===== src/rtl/px_scan_sequencer.sv =====
// px_scan_sequencer
// Steps through the four pixel addresses. For each one it clears the five
// pixel-oscillator counters, runs the oscillators for a fixed gate window, then
// stops them and waits for the pixel-clock domains to settle. It then takes a
// snapshot of the five counts and hands a six-word frame (header + 5 counts) to
// the I2C read registers, one word per master ack.
//
// Ports
//   clk            system clock
//   rst            asynchronous, active-low reset
//   start          one-cycle pulse; starts a scan of addresses 0..3 (ignored while busy)
//   counter_val0-4 pixel counter outputs, channels 0..4
//   ack_received   one-cycle pulse: current word read and acked (READOUT only)
//   px_addr        pixel address on all five muxes
//   en_osc_out     mux enable, high only while gating
//   stop_osc       per-channel oscillator stop, all ones except while gating
//   clr_counter    synchronous clear to the counters
//   sample_out     word presented to the I2C read registers
//   drdy           sample_out valid
//   busy           scan in progress
//   done           one-cycle pulse after the last word of address 3 is acked
//   dbg_state      current FSM state (debug visibility only)
//
// Handshake: the word on sample_out is valid while drdy=1. Every ack_received
// pulse seen while drdy=1 consumes the current word. The next word appears on
// sample_out in the cycle after the ack. There is no backpressure and no
// timeout; the block waits for acks indefinitely.
module px_scan_sequencer #(
  parameter int GATE_CYCLES   = 100000,
  parameter int SETTLE_CYCLES = 4,
  parameter int CLR_CYCLES    = 2
) (
  input  logic        clk,
  input  logic        rst,
  input  logic        start,
  input  logic [31:0] counter_val0,
  input  logic [31:0] counter_val1,
  input  logic [31:0] counter_val2,
  input  logic [31:0] counter_val3,
  input  logic [31:0] counter_val4,
  input  logic        ack_received,
  output logic [1:0]  px_addr,
  output logic        en_osc_out,
  output logic [4:0]  stop_osc,
  output logic        clr_counter,
  output logic [31:0] sample_out,
  output logic        drdy,
  output logic        busy,
  output logic        done,
  output logic [2:0]  dbg_state
);

  typedef enum logic [2:0] {
    S_IDLE    = 3'd0,
    S_CLEAR   = 3'd1,
    S_GATE    = 3'd2,
    S_SETTLE  = 3'd3,
    S_CAPTURE = 3'd4,
    S_READOUT = 3'd5
  } state_t;

  // A state lasting N cycles leaves once the timer has reached N-1.
  localparam logic [19:0] CLR_LAST    = 20'(CLR_CYCLES - 1);
  localparam logic [19:0] GATE_LAST   = 20'(GATE_CYCLES - 1);
  localparam logic [19:0] SETTLE_LAST = 20'(SETTLE_CYCLES - 1);
  localparam logic [31:0] ALL_ONES    = 32'hFFFF_FFFF;

  state_t      state, state_nx;
  logic [19:0] tmr, tmr_nx;
  logic [2:0]  word_idx, word_idx_nx;
  logic [15:0] frame_cnt, frame_cnt_nx;
  logic [4:0]  sat, sat_nx, sat_cap;
  logic [31:0] snap [5];
  logic [31:0] snap_nx [5];

  logic [1:0]  px_addr_nx;
  logic        en_nx, clr_nx, drdy_nx, busy_nx, done_nx;
  logic [4:0]  stop_nx;
  logic [31:0] sample_nx;
  logic        last_word;

  assign dbg_state = state;
  assign last_word = (word_idx == 3'd5);

  // A channel is saturated when its counter sits at all ones at capture time.
  assign sat_cap = {counter_val4 == ALL_ONES, counter_val3 == ALL_ONES,
                    counter_val2 == ALL_ONES, counter_val1 == ALL_ONES,
                    counter_val0 == ALL_ONES};

  function automatic logic [31:0] make_header(input logic [4:0] s,
                                              input logic [1:0] a,
                                              input logic [15:0] fc);
    return {8'hA5, s, 1'b0, a, fc};
  endfunction

  // State register
  always_ff @(posedge clk or negedge rst) begin
    if (!rst) begin
      state <= S_IDLE;
      tmr   <= '0;
    end else begin
      state <= state_nx;
      tmr   <= tmr_nx;
    end
  end

  // Next-state logic
  always_comb begin
    state_nx = state;
    tmr_nx   = tmr + 20'd1;
    case (state)
      S_IDLE: begin
        tmr_nx = '0;
        if (start) state_nx = S_CLEAR;
      end
      S_CLEAR: if (tmr == CLR_LAST) begin
        state_nx = S_GATE;
        tmr_nx   = '0;
      end
      S_GATE: if (tmr == GATE_LAST) begin
        state_nx = S_SETTLE;
        tmr_nx   = '0;
      end
      S_SETTLE: if (tmr == SETTLE_LAST) begin
        state_nx = S_CAPTURE;
        tmr_nx   = '0;
      end
      S_CAPTURE: begin
        state_nx = S_READOUT;
        tmr_nx   = '0;
      end
      S_READOUT: begin
        tmr_nx = '0;
        if (ack_received && last_word)
          state_nx = (px_addr == 2'd3) ? S_IDLE : S_CLEAR;
      end
      default: begin
        state_nx = S_IDLE;
        tmr_nx   = '0;
      end
    endcase
  end

  // Output logic: computes next values of the registered outputs.
  // Oscillator controls follow the upcoming state so they change together
  // with the state register.
  always_comb begin
    px_addr_nx   = px_addr;
    word_idx_nx  = word_idx;
    frame_cnt_nx = frame_cnt;
    sat_nx       = sat;
    snap_nx      = snap;
    sample_nx    = sample_out;
    drdy_nx      = drdy;
    busy_nx      = busy;
    done_nx      = 1'b0;
    en_nx        = (state_nx == S_GATE);
    stop_nx      = (state_nx == S_GATE) ? 5'b00000 : 5'b11111;
    clr_nx       = (state_nx == S_CLEAR);
    case (state)
      S_IDLE: if (start) begin
        busy_nx    = 1'b1;
        px_addr_nx = 2'd0;
      end
      S_CAPTURE: begin
        snap_nx     = '{counter_val0, counter_val1, counter_val2,
                        counter_val3, counter_val4};
        sat_nx      = sat_cap;
        word_idx_nx = 3'd0;
        drdy_nx     = 1'b1;
        sample_nx   = make_header(sat_cap, px_addr, frame_cnt);
      end
      S_READOUT: if (ack_received) begin
        if (last_word) begin
          drdy_nx     = 1'b0;
          word_idx_nx = 3'd0;
          if (px_addr == 2'd3) begin
            done_nx      = 1'b1;
            frame_cnt_nx = frame_cnt + 16'd1;
            busy_nx      = 1'b0;
            px_addr_nx   = 2'd0;
          end else begin
            px_addr_nx = px_addr + 2'd1;
          end
        end else begin
          word_idx_nx = word_idx + 3'd1;
          // Word k (1..5) is the snapshot of channel k-1.
          sample_nx   = snap[word_idx];
        end
      end
      default: ;
    endcase
  end

  // Output and datapath registers
  always_ff @(posedge clk or negedge rst) begin
    if (!rst) begin
      px_addr     <= 2'd0;
      en_osc_out  <= 1'b0;
      stop_osc    <= 5'b11111;
      clr_counter <= 1'b0;
      sample_out  <= '0;
      drdy        <= 1'b0;
      busy        <= 1'b0;
      done        <= 1'b0;
      word_idx    <= '0;
      frame_cnt   <= '0;
      sat         <= '0;
      snap        <= '{default: '0};
    end else begin
      px_addr     <= px_addr_nx;
      en_osc_out  <= en_nx;
      stop_osc    <= stop_nx;
      clr_counter <= clr_nx;
      sample_out  <= sample_nx;
      drdy        <= drdy_nx;
      busy        <= busy_nx;
      done        <= done_nx;
      word_idx    <= word_idx_nx;
      frame_cnt   <= frame_cnt_nx;
      sat         <= sat_nx;
      snap        <= snap_nx;
    end
  end

endmodule

===== config.mk =====
export PLATFORM = sky130hd
export DESIGN_NAME = px_scan_sequencer
export DESIGN_NICKNAME = d
export VERILOG_FILES = /design/src/rtl/px_scan_sequencer.sv
export SDC_FILE = /design/constraint.sdc
export NUM_CORES = 1
export LEC_CHECK = 0
export BUFFER_PORTS_ARGS = -buffer_cell sky130_fd_sc_hd__buf_2
export CAP_MARGIN = 20
export CORE_UTILIZATION = 56
export CTS_BUF_LIST = sky130_fd_sc_hd__clkbuf_16
export CTS_CLUSTER_SIZE = 20
export DETAILED_ROUTE_END_ITERATION = 12
export HOLD_SLACK_MARGIN = 0.12
export PLACE_DENSITY = 0.89
export SLEW_MARGIN = 20
export SYNTH_ARGS = -nofsm -noshare
export SYNTH_HDL_FRONTEND = slang
export SYNTH_SLANG_ARGS = --single-unit
export TNS_END_PERCENT = 20

===== constraint.sdc =====
create_clock -name clk -period 1.98 [get_ports clk]
set_input_delay 0.396 -clock clk [delete_from_list [all_inputs] [get_ports clk]]
set_output_delay 0.396 -clock clk [all_outputs]
set_load 0.02 [all_outputs]

Yosys cells after proc, flatten, opt, wreduce, memory -nomap -nowiden
Cells that the tools add are included.
- add/sub/neg operators: 4
- order comparisons: 1
- eq/ne operators: 22
- multiplexer cells: 38
- bitwise operators: 1
- reductions and logical operators: 10
- operators by type and width (operator ; number):
    32-bit == test, second input constant ; 5
    32-bit two-way mux ; 4
    32-bit binary-select mux with 3-bit select ; 1
    32-bit one-hot mux with 2 select lines ; 1
    20-bit two-way mux ; 3
    20-bit one-hot mux with 3 select lines ; 1
    3-bit two-way mux ; 7
    20-bit by 1-bit adder with 20-bit output, second input constant ; 1
    20-bit by 1-bit == test with 1-bit output, second input constant ; 1
    20-bit by 17-bit == test with 1-bit output, second input constant ; 1
    20-bit by 2-bit == test with 1-bit output, second input constant ; 1
    3-bit one-hot mux with 6 select lines ; 1
    16-bit by 1-bit adder with 16-bit output, second input constant ; 1
    1-bit two-way mux ; 11
    2-bit != test, second input constant ; 5
    3-bit by 2-bit == test with 1-bit output, second input constant ; 3
    3-bit == test, second input constant ; 3
    2-bit two-way mux ; 4
    4-bit AND reduction ; 2
    3-bit by 1-bit == test with 1-bit output, second input constant ; 2
    3-bit one-hot mux with 2 select lines ; 1
    3-bit AND reduction ; 2
    5-bit two-way mux ; 1
    5-bit AND reduction ; 1
    other kinds (11) ; 13
- bits in registers: 246
- input port bits: 164

Logic depth before layout (Yosys ltp)
Gate-level depths: netlist of the first run.
- depth after elaboration: 7
- mapped depth: 7

Least setup slack after synthesis of the first run
OpenSTA, ideal clock, no wires.
- kind: flip-flop to flip-flop
- start: reg tmr[0]
- end: reg tmr[3]
- arrival: 1.712 ns
- data required time: 1.861 ns
- setup slack: 0.149 ns
- cell stages (with the launch flop): 8
- path through: dfrtp_1 -> ha_1 -> and4_4 -> nor4b_4 -> o21ai_1 -> a211oi_2 -> buf_6 -> nor2_1
- longest elaborated chain between the ends: 3
- elaborated cells between the ends (all ways): 8
- RTL lines (item ; RTL line ; RTL):
    start: declaration ; 69 ; logic [19:0] tmr, tmr_nx;
    start signal: assignment ; 103 ; tmr <= tmr_nx;
    20-bit by 1-bit adder with 20-bit output (tied with other cells) ; 110 ; tmr_nx = tmr + 20'd1;
    20-bit two-way mux, on equally long branches ; 124, 116, 120 ;
    20-bit one-hot mux with 3 select lines (*) ; 111 ; case (state)
    net tmr_nx[3] ; 69 ;
Mark *: on every way through the listed nets, which the timed path passes. The rest lies on a longest branch.
A chain may end at the register's enable or synchronous reset.

Worst setup path after layout of the first run
- start: reg tmr[0]
- end: reg tmr[2]
The elaborated chain is that of the path after synthesis.

==> results.json, run 1 <==
{
  "finalClockSkew_ns": 0.0126,
  "dp_slack_ns": 0.140,
  "worst_slack_ns": -0.00137,
  "end_kind": "flop",
  "mostFrequentLayoutCells": "240 x dfrtp_1, 209 x buf_2, 172 x mux2_2, 62 x nand2_1",
  "avgSynthCellArea_sq_um": 12.7,
  "drive_gt1_share_pct": 42.8,
  "clock_path_buffers": 3,
  "setup_viol": 1,
  "fin_crit_ns": 1.98,
  "start_kind": "flop",
  "worstPathRequired_ns": 2.39,
  "cp_max_fo": 6,
  "syn_inst": 879,
  "final_core_util_pct": 72.8,
  "path_clk_slew_ns": 0.06,
  "drt_iter0_markers": 705,
  "synth_cell_types": 47,
  "dp_cells": 1338,
  "cp_data_arrival_time_ns": 2.39,
  "synthArstFlopShare_pct": 100,
  "failed_checks": "negative setup slack",
  "die_w_um": 143,
  "clkLatencyLatePin_ns": 0.53,
  "ys_seq_elements": 242,
  "synth_edf_count": 0,
  "rows": 51,
  "syn2layout_area_growth_pct": 27.3,
  "dieArea_sq_um": 20500,
  "via_per_inst": 6.20,
  "wl_per_cell_um": 22.7,
  "io_buffers": 210,
  "htree_levels": 1,
  "antenna_found_initial": 4,
  "power_mw": 20.3,
  "ys_warn_count": 0,
  "setup_tns_ns": -0.00137,
  "fin_crit_sh_pct": 100,
  "design_area_sq_um": 14200,
  "ir_worst_vdd_mv": 0.836,
  "status": "finished with violations",
  "fmax_ghz": 0.505,
  "drt_pass1_iterations": 5,
  "overflow": 0,
  "die_h_um": 143,
  "clock-root-buffer": "clkbuf_16",
  "grt_max_degree": 71,
  "nFillCells": 1245,
  "vias": 8990,
  "initial_core_util_pct": 57.2,
  "syn_area_sq_um": 11200,
  "holdWs_ns": 0.129,
  "tritoncts": "built",
  "cts.sinks": 242,
  "grtUsageTotal_pct": 32.2,
  "mostFrequentLayoutCell": "dfrtp_1",
  "ys_seq_area_share_pct": 54.2,
  "grt_pass1_wl_um": 50000,
  "power.density_nw_per_um2": 1430,
  "stdcell_count": 1449,
  "min_path_type": "in -> reg",
  "nets": 1327,
  "core_sq_um": 19500,
  "ant_nets": 0,
  "maxCapViolCount": 0,
  "io_pins": 211,
  "syn_nets": 1047,
  "grt_pass1_vias": 9028,
  "postPlaceCellArea_sq_um": 12800,
  "gp_congestion": 0.909,
  "slew_viol_final": 0,
  "relSlewSlack_pct": 56.9,
  "worstMarginPinSlew_ns": 0.640,
  "dp.final_hpwl_um": 21800,
  "tritoncts.num_buffers": 26,
  "routed_wl_um": 32900,
  "hold_viol_final": 0,
  "path_class": "reg -> reg",
  "rsz0062_at_grt": "yes",
  "drc": 0,
  "p_leak_nw": 6.29,
  "synthFlopType": "dfrtp_1"
}
-- where the power goes --
part	internal, mW	switching, mW
logic	3.63	3.51
clock network	2.71	1.96
registers	7.03	1.49
total	13.4	6.96
-- sequential cells by signal, indices dropped and copies added (netlist names), 2 cells and up --
name,flops
word_idx,3
tmr,20
sample_out,32
dbg_state,3
px_addr,2
snap,160
frame_cnt,16
-- worst max-delay path, stage by stage, from the launching register on --
cell      delay (ns)
dfrtp_1         0.41
ha_2            0.21
and4_4          0.23
nor4b_4         0.28
a21oi_2         0.12
a211oi_4        0.38
buf_6           0.19
nor2_1          0.06
-- final cells by class --
class	count	area (sq um)	share of cell area [%]
Sequential cell	242	6060	42.6
Multi-Input combinational cell	576	4860	34.2
Timing Repair Buffer	308	2120	14.9
Clock buffer	27	676	4.75
Tap cell	265	332	2.33
Clock inverter	21	144	1.01
Inverter	5	18.8	0.132
Antenna cell	5	12.5	0.0880
-- timing repair --
action                     in CTS  in global routing
hold endpoints to repair      111                  1
resized for setup               0                 15
hold buffers                   52                  1
setup endpoints to repair       0                 13
setup buffers                   0                  3
-- Yosys cell counts (9+ instances only) --
library cell    n  share of area, %
nand2_1        62               2.1
and3_1          9              0.50
a31oi_1        16              0.90
o21ai_0        12              0.54
buf_2          34               1.5
nand4_1        58               3.2
nand3_1        18              0.81
nor2_1         63               2.1
xor2_1         14               1.1
dfrtp_1       241                54
a221oi_1       18               1.4
xnor2_1        19               1.5
nor4_1         13              0.73
mux4_2         27               5.4
clkbuf_1       14              0.47
o31ai_1        19               1.3
mux2_2        172                17
-- layer usage --
layer  GRT usage, %  wire length, um  vias to the layer above
met1           44.0            13000                     4483
li1               -                -                     3830
met4           13.4             1420                        2
met2           50.6            15600                      544
met5              0               10                        -
met3           6.20             2860                      131
-- cell families after synthesis --
family	share of synthesized area [%]
xor+xnor	2.59
mux	23.0
fa+ha+maj	0.448
buf+inv	2.73
compound gates	5.47
simple gates	11.6
flops	54.2
-- worst paths after layout --
path	slack (ns)	end	start	cells past startpoint
setup / recovery	-0.001	tmr[2]	tmr[0]	7
hold / removal	0.13	snap[79]	counter_val2[15]	2
setup reg to reg	-0.001	tmr[2]	tmr[0]	7
hold reg to reg	0.49	sample_out[3]	sample_out[3]	2
max in group asynchronous	0.88	stop_osc[3]	rst	3
min in group asynchronous	0.43	snap[3]	rst	2
(Power assumes the default switching activity.)
==> inputs of run 2 (changes only) <==
--- a/config.mk
+++ b/config.mk
@@ -12,7 +12,7 @@
 export CTS_CLUSTER_SIZE = 20
 export DETAILED_ROUTE_END_ITERATION = 12
 export HOLD_SLACK_MARGIN = 0.12
-export PLACE_DENSITY = 0.89
+export PLACE_DENSITY = 0.8
 export SLEW_MARGIN = 20
 export SYNTH_ARGS = -nofsm -noshare
 export SYNTH_HDL_FRONTEND = slang
==> run 2 against run 1 <==
Flip-flop and latch count is the same. Via count shrank 4.7%. Utilization shrank 0.74 points. Combinational power shrank 3.8%. Critical path type is now reg -> out. Largest power group unchanged. Fmax grew 3.2%. The run now ends clean. Global-route usage shrank 2.2 points. Critical endpoint is now dbg_state[0].
==> results.json, run 2 (same netlist as run 1, synthesis figures left out) <==
{
  "syn2layout_area_growth_pct": 26.0,
  "gp_congestion": 0.874,
  "die_w_um": 143,
  "rows": 51,
  "drt_iter0_markers": 507,
  "overflow": 0,
  "drc": 0,
  "tritoncts": "built",
  "holdWs_ns": 0.127,
  "tritoncts.num_buffers": 26,
  "dp.final_hpwl_um": 21000,
  "rsz0062_at_grt": "yes",
  "path_class": "reg -> out",
  "setup_viol": 0,
  "maxCapViolCount": 0,
  "mostFrequentLayoutCell": "dfrtp_1",
  "p_leak_nw": 6.22,
  "worstMarginPinSlew_ns": 0.563,
  "grt_max_degree": 52,
  "dp_cells": 1336,
  "antenna_found_initial": 3,
  "start_kind": "flop",
  "nFillCells": 1327,
  "core_sq_um": 19500,
  "slew_viol_final": 0,
  "min_path_type": "in -> reg",
  "largest_register_ffs": 160,
  "ir_worst_vdd_mv": 0.972,
  "top_regs": "snap (160), sample_out (32), tmr (20)",
  "vias": 8563,
  "cp_max_fo": 8,
  "clock_path_buffers": 3,
  "ant_nets": 0,
  "stdcell_count": 1431,
  "dieArea_sq_um": 20500,
  "fin_crit_sh_pct": 96.9,
  "regMostFlops": "snap",
  "fmax_ghz": 0.521,
  "status": "complete, no violations",
  "drive_gt1_share_pct": 42.9,
  "fin_crit_ns": 1.92,
  "mostFrequentLayoutCells": "240 x dfrtp_1, 209 x buf_2, 172 x mux2_2, 62 x nor2_1, 62 x nand2_1",
  "drt_pass1_iterations": 5,
  "die_h_um": 143,
  "grtUsageTotal_pct": 30.0,
  "clock-root-buffer": "clkbuf_16",
  "wl_per_cell_um": 20.8,
  "io_pins": 211,
  "nets": 1313,
  "hold_viol_final": 0,
  "cts.sinks": 242,
  "cp_data_arrival_time_ns": 1.52,
  "io_buffers": 210,
  "final_core_util_pct": 72.1,
  "finalClockSkew_ns": 0.00873,
  "clkLatencyLatePin_ns": 0.53,
  "initial_core_util_pct": 57.2,
  "routed_wl_um": 29700,
  "via_per_inst": 5.98,
  "path_clk_slew_ns": 0.06,
  "grt_pass1_wl_um": 46900,
  "worstPathRequired_ns": 1.58,
  "power.density_nw_per_um2": 1410,
  "grt_pass1_vias": 8588,
  "htree_levels": 1,
  "end_kind": "output pin",
  "relSlewSlack_pct": 62.1
}
[run 2: changes by cell type in the layout (fill, tap and decap cells not counted), sizes merged]
| cell | before | now |
|---|---|---|
| dlygate4sd3 | 53 | 45 |
| buf | 255 | 249 |
| inv | 16 | 12 |
| diode | 5 | 3 |
| clkinv | 7 | 8 |
| clkinvlp | 1 | 2 |
[run 2: worst max-delay path: stages (launching register included)]
cell and delay [ns]:
dfrtp_1 0.58, buf_4 0.24, buf_2 0.17
[run 2: timing repair]
item | CTS | global route
hold buffers | 43 | 2
gates resized for setup | 1 | 6
buffers inserted | 0 | 1
setup endpoints to repair | 1 | 21
pin swaps | 0 | 1
endpoints found under the hold margin | 86 | 2
[run 2: final timing paths]
| kind | cells after the start | end | from | slack (ns) |
|---|---|---|---|---|
| max in group asynchronous | 3 | stop_osc[3] | rst | 0.98 |
| setup reg to reg | 4 | sample_out[10] | word_idx[0] | 0.07 |
| min in group asynchronous | 2 | en_osc_out | rst | 0.39 |
| hold / removal | 2 | snap[103] | counter_val1[7] | 0.13 |
| hold reg to reg | 1 | frame_cnt[15] | frame_cnt[15] | 0.48 |
| setup / recovery | 2 | dbg_state[0] | dbg_state[0] | 0.06 |
[run 2: layout make-up]
type	count	area [sq um]	area share, %
antenna	3	7.51	0.0534
clock buffer	27	676	4.80
clock inverter	19	136	0.969
inverter	5	18.8	0.133
multi-input combinational	576	4870	34.6
sequential	242	6060	43.1
tap	265	332	2.36
timing repair buffer	294	1970	14.0
[run 2: power breakdown]
part | internal (mW) | leakage [nW] | switching, mW
clock | 2.70 | 0.421 | 1.93
combinational | 3.53 | 2.79 | 3.34
sequential | 7.03 | 3.01 | 1.37
total | 13.3 | 6.22 | 6.64
[run 2: metrics by stage]
step | power (mW) | area (sq um) | setup slack [ns] | setup TNS (ns)
after floorplan | 12.7 | 11200 | 0.149 | 0
after global placement | 14.6 | 12700 | 0.00635 | 0
after detailed placement | 15.0 | 12700 | 0.000748 | 0
after CTS | 19.7 | 14000 | 0.0540 | 0
after global routing | 20.9 | 14100 | -0.0206 | -0.0283
final | 19.9 | 14100 | 0.0607 | 0
[run 2: routing by layer]
layer,GRT usage [%],share of wire (%)
met5,0,0
met4,9.41,3.3
met3,4.39,5.8
met2,48.2,48
met1,42.2,43
==> inputs of run 3 (changes only) <==
--- a/config.mk
+++ b/config.mk
@@ -7,12 +7,11 @@
 export LEC_CHECK = 0
 export BUFFER_PORTS_ARGS = -buffer_cell sky130_fd_sc_hd__buf_2
 export CAP_MARGIN = 20
-export CORE_UTILIZATION = 56
+export CORE_UTILIZATION = 55
 export CTS_BUF_LIST = sky130_fd_sc_hd__clkbuf_16
 export CTS_CLUSTER_SIZE = 20
 export DETAILED_ROUTE_END_ITERATION = 12
-export HOLD_SLACK_MARGIN = 0.12
-export PLACE_DENSITY = 0.8
+export PLACE_DENSITY = 0.79
 export SLEW_MARGIN = 20
 export SYNTH_ARGS = -nofsm -noshare
 export SYNTH_HDL_FRONTEND = slang
==> run 3 against run 2 <==
Final cell count fell by 2.7%. Critical path type is now reg -> reg. Non-clock buffer count down 42. Utilization down 2.5 points. Cell area fell by 2.9%. Critical path depth rose by 5. Combinational power down 2%. First-iteration DRC count increased by 35%. Fmax increased by 0.47%. Die area is 1.8% higher. Sequential share of layout area increased by 1.3 points. Hold slack worse by 0.024 ns. Sequential power about the same.
==> results.json, run 3 (same netlist as run 1, synthesis figures left out) <==
{
  "end_kind": "flop",
  "cp_data_arrival_time_ns": 2.32,
  "slew_viol_final": 0,
  "hold_viol_final": 0,
  "antenna_found_initial": 4,
  "worstMarginPinSlew_ns": 0.558,
  "p_leak_nw": 6.04,
  "drt_pass1_iterations": 5,
  "relSlewSlack_pct": 62.5,
  "ir_worst_vdd_mv": 0.826,
  "grt_pass1_wl_um": 44500,
  "routed_wl_um": 28500,
  "mostFrequentLayoutCells": "240 x dfrtp_1, 209 x buf_2, 172 x mux2_2, 62 x nor2_1, 62 x nand2_1",
  "holdWs_ns": 0.103,
  "rrSetupSlack_ns": 0.07,
  "clock-root-buffer": "clkbuf_16",
  "grt_max_degree": 63,
  "tritoncts.num_buffers": 26,
  "nFillCells": 1443,
  "clkLatencyLatePin_ns": 0.54,
  "fmax_ghz": 0.523,
  "die_h_um": 145,
  "grtUsageTotal_pct": 28.1,
  "stdcell_count": 1392,
  "fin_crit_sh_pct": 96.5,
  "io_buffers": 210,
  "die_w_um": 145,
  "slowest_delay_ns": 0.41,
  "vias": 8262,
  "power.density_nw_per_um2": 1460,
  "cp_max_fo": 8,
  "core_sq_um": 19700,
  "status": "complete, no violations",
  "gp_congestion": 0.904,
  "setup_viol": 0,
  "dp.final_hpwl_um": 21100,
  "dp_cells": 1336,
  "fin_crit_ns": 1.91,
  "mostFrequentLayoutCell": "dfrtp_1",
  "overflow": 0,
  "largest_register_ffs": 160,
  "via_per_inst": 5.94,
  "path_clk_slew_ns": 0.06,
  "grt_pass1_vias": 8246,
  "multi_input_area_sq_um": 4840,
  "tritoncts": "built",
  "worstPathRequired_ns": 2.39,
  "io_pins": 211,
  "finalClockSkew_ns": 0.0215,
  "dieArea_sq_um": 20900,
  "nets": 1271,
  "initial_core_util_pct": 56.8,
  "drive_gt1_share_pct": 44.8,
  "cts.sinks": 242,
  "start_kind": "flop",
  "top_regs": "snap (160), sample_out (32), tmr (20)",
  "min_path_type": "in -> reg",
  "path_class": "reg -> reg",
  "regMostFlops": "snap",
  "wl_per_cell_um": 20.5,
  "crit_slowest_cell": "dfrtp_1",
  "clock_path_buffers": 3,
  "rows": 51,
  "drt_iter0_markers": 686,
  "syn2layout_area_growth_pct": 22.3,
  "path_cells": "ha_2 -> and4_4 -> nor4b_4 -> o21ai_1 -> a211oi_2 -> buf_4 -> nor2_1",
  "ant_nets": 0,
  "drc": 0,
  "htree_levels": 1,
  "maxCapViolCount": 0,
  "seq_area_sq_um": 6060
}
-- run 3: changes by cell type in the layout (fill, tap and decap cells not counted), sizes merged --
cell         change
clkbuf           -1
dlygate4sd3     -44
inv              -5
diode            +1
buf              +2
clkinvlp         -1
clkinv           +8
bufinv           +1
-- run 3: worst max-delay path: cells and delay by family (launching register included) --
family	cells	cell delay [ns]
and+or+nand+nor	3	0.58
DFF	1	0.41
AOI/OAI and AO/OA	2	0.39
adders and majority gates	1	0.21
buffers and inverters	1	0.21
-- run 3: what timing repair did --
item,in CTS,in global routing
buffers inserted,0,3
setup endpoints to repair,0,20
gates resized for setup,0,3
hold buffers,1,0
hold endpoints to repair,54,0
-- run 3: final cells by class --
| type | instances | share of cell area (%) |
|---|---|---|
| flip-flops and latches | 242 | 44.3 |
| multi-input cells | 576 | 35.4 |
| repair buffers | 252 | 11.4 |
| clock buffers | 26 | 4.76 |
| well taps | 265 | 2.43 |
| clock inverters | 22 | 1.47 |
| inverters | 5 | 0.137 |
| diodes | 4 | 0.0733 |
-- run 3: worst paths after layout --
check	startpoint	to	cells past startpoint
min in group asynchronous	rst	sample_out[26]	2
worst min register to register	sample_out[1]	sample_out[1]	2
worst min-delay path	counter_val3[1]	snap[33]	2
max in group asynchronous	rst	stop_osc[3]	3
worst max-delay path	tmr[0]	tmr[8]	7
worst max register to register	tmr[0]	tmr[8]	7
-- run 3: per-stage QoR --
step	setup slack [ns]	power, mW	utilization, %	area, sq um	TNS (ns)
2_1_floorplan	0.149	12.7	-	11200	0
3_3_place_gp	0.171	14.7	64.9	12800	0
3_5_place_dp	0.0702	15.0	64.9	12800	0
4_1_cts	0.0471	19.9	69.3	13600	0
5_1_grt	-0.0123	20.9	69.5	13700	-0.0647
6_report	0.0696	19.9	69.5	13700	0
-- run 3: where the power goes --
group,leakage (nW),internal (mW),switching [mW]
sequential,3.01,7.03,1.35
clock,0.426,2.80,2.00
combinational,2.60,3.52,3.21
total,6.04,13.3,6.57
-- run 3: metal layers --
| metal | track usage (%) | routed length (um) | vias to the layer above |
|---|---|---|---|
| li1 | - | - | 3727 |
| met5 | 0 | 17 | - |
| met1 | 41.0 | 12800 | 4172 |
| met4 | 8.59 | 708 | 4 |
| met3 | 4.93 | 1790 | 54 |
| met2 | 43.0 | 13200 | 305 |
